[config.mk]
export PLATFORM = sky130hd
export DESIGN_NAME = toggle_handshake_rx
export DESIGN_NICKNAME = d
export VERILOG_FILES = /design/src/rtl/toggle_handshake_rx.sv
export SDC_FILE = /design/constraint.sdc
export NUM_CORES = 1
export LEC_CHECK = 0
export CORE_MARGIN = 2
export CORE_UTILIZATION = 50
export CTS_BUF_LIST = sky130_fd_sc_hd__clkbuf_2 sky130_fd_sc_hd__clkbuf_4 sky130_fd_sc_hd__clkbuf_8
export CTS_CLUSTER_DIAMETER = 30
export CTS_CLUSTER_SIZE = 14
export DETAILED_ROUTE_END_ITERATION = 16
export GPL_TIMING_DRIVEN = 0
export MAX_ROUTING_LAYER = met4
export PLACE_DENSITY_LB_ADDON = 0.12
export RECOVER_POWER = 50
export SLEW_MARGIN = 15
export SYNTH_ARGS = -nofsm -noshare
export SYNTH_HDL_FRONTEND = slang
export SYNTH_SLANG_ARGS = --single-unit
export TNS_END_PERCENT = 5
[constraint.sdc]
create_clock -name clk -period 3.89 [get_ports clk]
set_input_delay 0.5835 -clock clk [delete_from_list [all_inputs] [get_ports clk]]
set_output_delay 0.5835 -clock clk [all_outputs]
set_load 0.01 [all_outputs]
[src/rtl/toggle_handshake_rx.sv]
// Two-phase (toggle) handshake responder: each req_tgl level change becomes one queued
// event that is acknowledged on ack_tgl and drained to a local consumer over valid/ready.
module toggle_handshake_rx #(
    parameter int unsigned SYNC_STAGES = 2,
    parameter int unsigned DEPTH       = 4,
    parameter int unsigned CNT_W       = 16
) (
    input  logic                       clk,
    input  logic                       rst,
    input  logic                       en,
    input  logic                       req_tgl,
    output logic                       ack_tgl,
    output logic                       evt_valid,
    input  logic                       evt_ready,
    output logic                       full,
    output logic [$clog2(DEPTH+1)-1:0] pend_cnt,
    output logic [CNT_W-1:0]           total_cnt
);

    localparam int unsigned PW = $clog2(DEPTH + 1);

    typedef enum logic [1:0] {
        StEmpty,
        StPart,
        StFull
    } state_e;

    logic [SYNC_STAGES-1:0] sync_q;
    logic                   req_s;
    logic                   req_p_q, req_p_d;
    logic                   ack_q, ack_d;
    logic [PW-1:0]          pend_q, pend_d;
    logic [CNT_W-1:0]       total_q, total_d;
    state_e                 state;
    logic                   req_edge;
    logic                   drain;
    logic                   cap;

    assign req_s = sync_q[SYNC_STAGES-1];

    // Occupancy state is a decode of the pending count, not separate storage.
    always_comb begin
        if (pend_q == '0) begin
            state = StEmpty;
        end else if (pend_q == PW'(DEPTH)) begin
            state = StFull;
        end else begin
            state = StPart;
        end
    end

    assign drain    = (state != StEmpty) & evt_ready;
    assign req_edge = req_s ^ req_p_q;
    // When full, an edge is only taken if a slot frees up in the same cycle.
    assign cap      = en & req_edge & ((state != StFull) | drain);

    always_comb begin
        req_p_d = req_p_q;
        ack_d   = ack_q;
        pend_d  = pend_q;
        total_d = total_q;

        // While disabled, track the line so re-enabling does not see a stale edge.
        if (!en) begin
            req_p_d = req_s;
        end else if (cap) begin
            req_p_d = req_s;
            ack_d   = ~ack_q;
        end

        if (drain) begin
            total_d = total_q + CNT_W'(1);
        end

        unique case (state)
            StEmpty: begin
                if (cap) begin
                    pend_d = pend_q + PW'(1);
                end
            end
            StPart: begin
                if (cap && !drain) begin
                    pend_d = pend_q + PW'(1);
                end else if (drain && !cap) begin
                    pend_d = pend_q - PW'(1);
                end
            end
            StFull: begin
                if (drain && !cap) begin
                    pend_d = pend_q - PW'(1);
                end
            end
            default: begin
                pend_d = pend_q;
            end
        endcase
    end

    always_ff @(posedge clk or negedge rst) begin
        if (!rst) begin
            sync_q  <= '0;
            req_p_q <= 1'b0;
            ack_q   <= 1'b0;
            pend_q  <= '0;
            total_q <= '0;
        end else begin
            sync_q  <= {sync_q[SYNC_STAGES-2:0], req_tgl};
            req_p_q <= req_p_d;
            ack_q   <= ack_d;
            pend_q  <= pend_d;
            total_q <= total_d;
        end
    end

    assign ack_tgl   = ack_q;
    assign evt_valid = (state != StEmpty);
    assign full      = (state == StFull);
    assign pend_cnt  = pend_q;
    assign total_cnt = total_q;

endmodule

; ---- After elaboration in Yosys (flattened, before gate mapping)
; Cells that the tools add are included.
[totals]
mem_bits_rw = 0
elab_cells = 38
romBits = 0
register_bits = 23
latch_bits = 0
n_memories = 0
[classes]
div_mod_pow = 0
add_sub_neg = 3
eq_ne = 6
n_mux = 8
bitwise_logic = 6
n_shift = 0
reduce_logical = 10
n_lt_le_gt_ge = 0
mul = 0
[ops]
columns = operator, n
row1 = $add 16x1->16 const B, 1
row2 = $mux 3, 3
row3 = $pmux 3 s3, 1
row4 = $mux 2, 2
row5 = $ne 2x2->1 const B, 2
row6 = $reduce_and 2->1, 2
row7 = $add 3x1->3 const B, 1
row8 = $and 1x1->1, 3
row9 = $eq 3x3->1 const B, 1
row10 = $logic_not 3->1, 1
row11 = $reduce_bool 3->1, 1
row12 = $sub 3x1->3 const B, 1
row13 = $eq 2x1->1 const B, 1
row14 = $eq 2x2->1 const B, 1
row15 = $logic_and 1x1->1, 2
row16 = $logic_not 1->1, 2
row17 = $logic_not 2->1, 1
row18 = $mux 1, 2
row19 = $ne 2x1->1 const B, 1
row20 = $reduce_bool 2->1, 1
row21 = $not 1->1, 1
row22 = $or 1x1->1, 1
row23 = $xor 1x1->1, 1

; ---- Logic depth before layout (Yosys ltp)
[logic_depth]
ltp_word = 12
depth_mapped = 7
ltp_nobuf = 6

; ---- Worst setup path after synthesis
; OpenSTA, ideal clock, no wires.
[synth_path]
path_kind = register to register
start = register pend_q[1] (netlist: pend_cnt[1])
end = register total_q[9] (netlist: total_cnt[9])
arrival_time_ns = 1.587
period_less_slack_ns = 1.666
slack_ns = 2.224
t_required_ns = 3.810
stages_incl_launch_ff = 8
path_cell_list = dfrtp_1 inv_1 ha_1 nand2b_1 buf_2 nand4_4 nor3_1 xnor2_1
[synth_between]
elab_chain_len = 5
[synth_rtl]
columns = element, line_no
row1 = from (decl), 32  ; logic [PW-1:0] pend_q, pend_d;
row2 = from (signal assigned), 110  ; pend_q <= pend_d;
row3 = $eq 3x3->1, 45  ; end else if (pend_q == PW'(DEPTH)) begin
row4 = $mux 2, 45
row5 = $mux 2 *, 43  ; if (pend_q == '0) begin
row6 = $reduce_bool 2->1 *, -
row7 = net evt_valid, 13  ; output logic evt_valid,
row8 = $and 1x1->1 *, 52  ; assign drain = (state != StEmpty) & evt_ready;
row9 = to (signal assigned), 111  ; total_q <= total_d;
row10 = to (decl), 33  ; logic [CNT_W-1:0] total_q, total_d;
; Mark *: on every way through the listed nets, which the timed path passes. The rest lies on a longest branch.
; A chain may end at the register's enable or synchronous reset.

; ---- Worst setup path after layout
[layout_path]
start = register pend_q[1] (netlist: pend_cnt[1])
end = output port evt_valid
[layout_between]
elab_chain_len = 4
[layout_rtl]
columns = element, line_no
row1 = $eq 3x3->1, 45
row2 = $mux 2, 45
row3 = $mux 2 *, 43
row4 = $reduce_bool 2->1 *, 116  ; assign evt_valid = (state != StEmpty);
row5 = to (decl), 13
; Every way passes the cells marked *; elsewhere a longest branch is shown, timed or not.

==> impl_metrics.ini <==
[timing]
fmax_ghz = 0.368
finalSetupViolCount = 0
fin_crit_ps = 2720
maxSlewViolCount = 0
slew-limit-headroom_pct = 33.3
worst_slack_ps = 1170
skew_ps = 2.78
period_share_pct = 69.9
tns_ps = 0
worst_slew_pin_slew_ps = 997
grt_setup_unrepaired = no
hold_viol = 0

[floorplan]
core.rowCount = 17
core_area_um2 = 2250
fp.dieH_um = 53.2
die-area_um2 = 2830
ios = 27
start_util_pct = 53.7
die_w_um = 53.2

[global_route]
antenna_found_initial = 0
globalRouteTotalUtil_pct = 19.6
grt_pass1_vias = 856
grt_pass1_wl_um = 3750
grt-ovfl-total = 0
grt_start_max_net_pins = 24

[power]
p_total_uw = 876
peakVddDrop_mv = 0.479
p_leak_nw = 0.680
power_density_nw_per_um2 = 577

[placement]
place_area_um2 = 1510
gp_congestion = 0.886
io_buffers = 26
preCtsSetupSlack_ps = 1640
hpwl_um = 1760

[synthesis]
synth_common_cells = dfrtp_1 (23), nand2_1 (11), xnor2_1 (11)
post-synth-top-count-cell = dfrtp_1
synth_flop_cell = dfrtp_1
synth_area_leaders = dfrtp_1 (48%), xnor2_1 (8.0%), xor2_1 (5.8%)
synth_edf_count = 0
synth-xor-area-share_pct = 13.8
synth.top_cell.area_share_pct = 47.6
seq_area_frac_synth_pct = 47.6
async_reset_ff_share_pct = 100
syn-mean-instance-area_um2 = 10.5
synth_top_family_by_area = simple AND/OR/NAND/NOR gates
yosysWarnings = 0
synth_nets = 124
yosysTopAreaCell = dfrtp_1
synth_seq_cells = 23
synth_area_um2 = 1210
synth-adder-area-share_pct = 4.14
synth_compound_area_share_pct = 8.48
synth-simple-area-share_pct = 20.1
synth.distinct_cells = 31
synth.area.mux_share_pct = 1.86
synthCells = 115

[layout]
drive_gt1_share_pct = 8.97
final_nets = 155
diodes = 0
finalInstanceArea_um2 = 1520
area_growth_syn_to_layout_pct = 25.5

[worst_setup_path]
crit_fanout = 8
cp_data_required_time_ps = 3310
cp-start-kind = flip-flop
setup.worst_path.end_class = output pin
reg2reg_slack_ps = 1660
worst-endpoint-arrival_ps = 2130
worstSetupPathType = flip-flop to output pin
rr_worst_depth = 7

[routing]
avgRoutedWirePerCell_um = 13.5
routed_via_density = 5.38
vias = 931
antenna_left = 0
drc_errors = 0
totalWireLength_um = 2340
drt_pass1_iterations = 4
dr.first_iter.drc_count = 18

[clock_tree]
clkTransAtPathRegs_ps = 120
clock_latency_ps = 310
cts.sinks = 23
cts_tree = done
clock_path_buffers = 2
root_buffer = clkbuf_4
cts_resized = 0
htree_levels = 1
cts_hold_buf = 0
cts_buffers = 3
cts_setup_buffers = 0

[min_path]
hp-class = flip-flop to flip-flop
min_path_cells = 0

[run]
cap_violations = 0

[run_status]
status = completed
kinds of logic after synthesis:
family                   count (synthesis)
flip-flops                              23
buffers and inverters                   11
XOR/XNOR                                19
adder cells (fa/ha/maj)                  4
AND/OR/NAND/NOR                         40
AO/OA/AOI/OAI                           16
multiplexers                             2
through the flow:
step | hold WS [ps] | instances | utilization, %
finish | 365 | 173 | 67.4
global route | 384 | 173 | 67.4
CTS | 370 | 173 | 68.1
detailed placement | 341 | 169 | 66.8
global placement | 334 | 169 | 66.8
floorplan | 288 | 115 | -
where the power goes:
group          leakage [nW]  switching, mW  internal (mW)
clock                0.0184         0.0698         0.0471
sequential            0.285         0.0733          0.294
combinational         0.377          0.180          0.212
total                 0.680          0.323          0.554
final cells by class:
cell class              instances  area (µm²)
inverters                       8        30.0
multi-input cells              81         569
clock buffers                   4        30.0
plain buffers                   3        18.8
fillers                       201         736
flip-flops and latches         23         576
repair buffers                 26         260
well taps                      28        35.0
path summary, 6_finish.rpt:
check | from | to
min reg2reg | sync_q[0] | sync_q[1]
max reg2reg | pend_cnt[1] | total_cnt[13]
min in group asynchronous | rst | total_cnt[12]
max | pend_cnt[1] | evt_valid
max in group asynchronous | rst | total_cnt[2]
min | sync_q[0] | sync_q[1]
sequential cells by signal (all words and copies together), names as in the netlist:
register   flops
ack_tgl        1
pend_cnt       3
req_p_q        1
sync_q         2
total_cnt     16
metal layers:
layer	GRT usage, %	wire length [µm]	vias up	share of wire (%)
met3	3.39	82	5	3.5
met5	-	0	-	0
met2	32.3	1210	24	52
li1	-	-	453	-
met1	22.8	991	449	42
met4	10.3	55	0	2.4
cells in the final DEF (no fill, tap or decap), types with 3 or more instances in the layout:
cell / n
dfrtp_1: 23
clkdlybuf4s50_1: 22
nand2_1: 11
xnor2_1: 11
inv_1: 8
xor2_1: 8
nor2_1: 6
o21ai_0: 4
a21oi_1: 4
nand3_1: 4
nor3_2: 4
ha_1: 4
clkbuf_4: 4
dlygate4sd3_1: 4
and3_1: 3
or3_1: 3
worst max-delay path, cell delays in order (launching register included):
cell	delay [ps]
dfrtp_1	500
inv_1	100
ha_1	270
nand2b_1	90
clkbuf_1	260
clkdlybuf4s50_1	600
No activity file was read; power rests on OpenSTA's default activity.
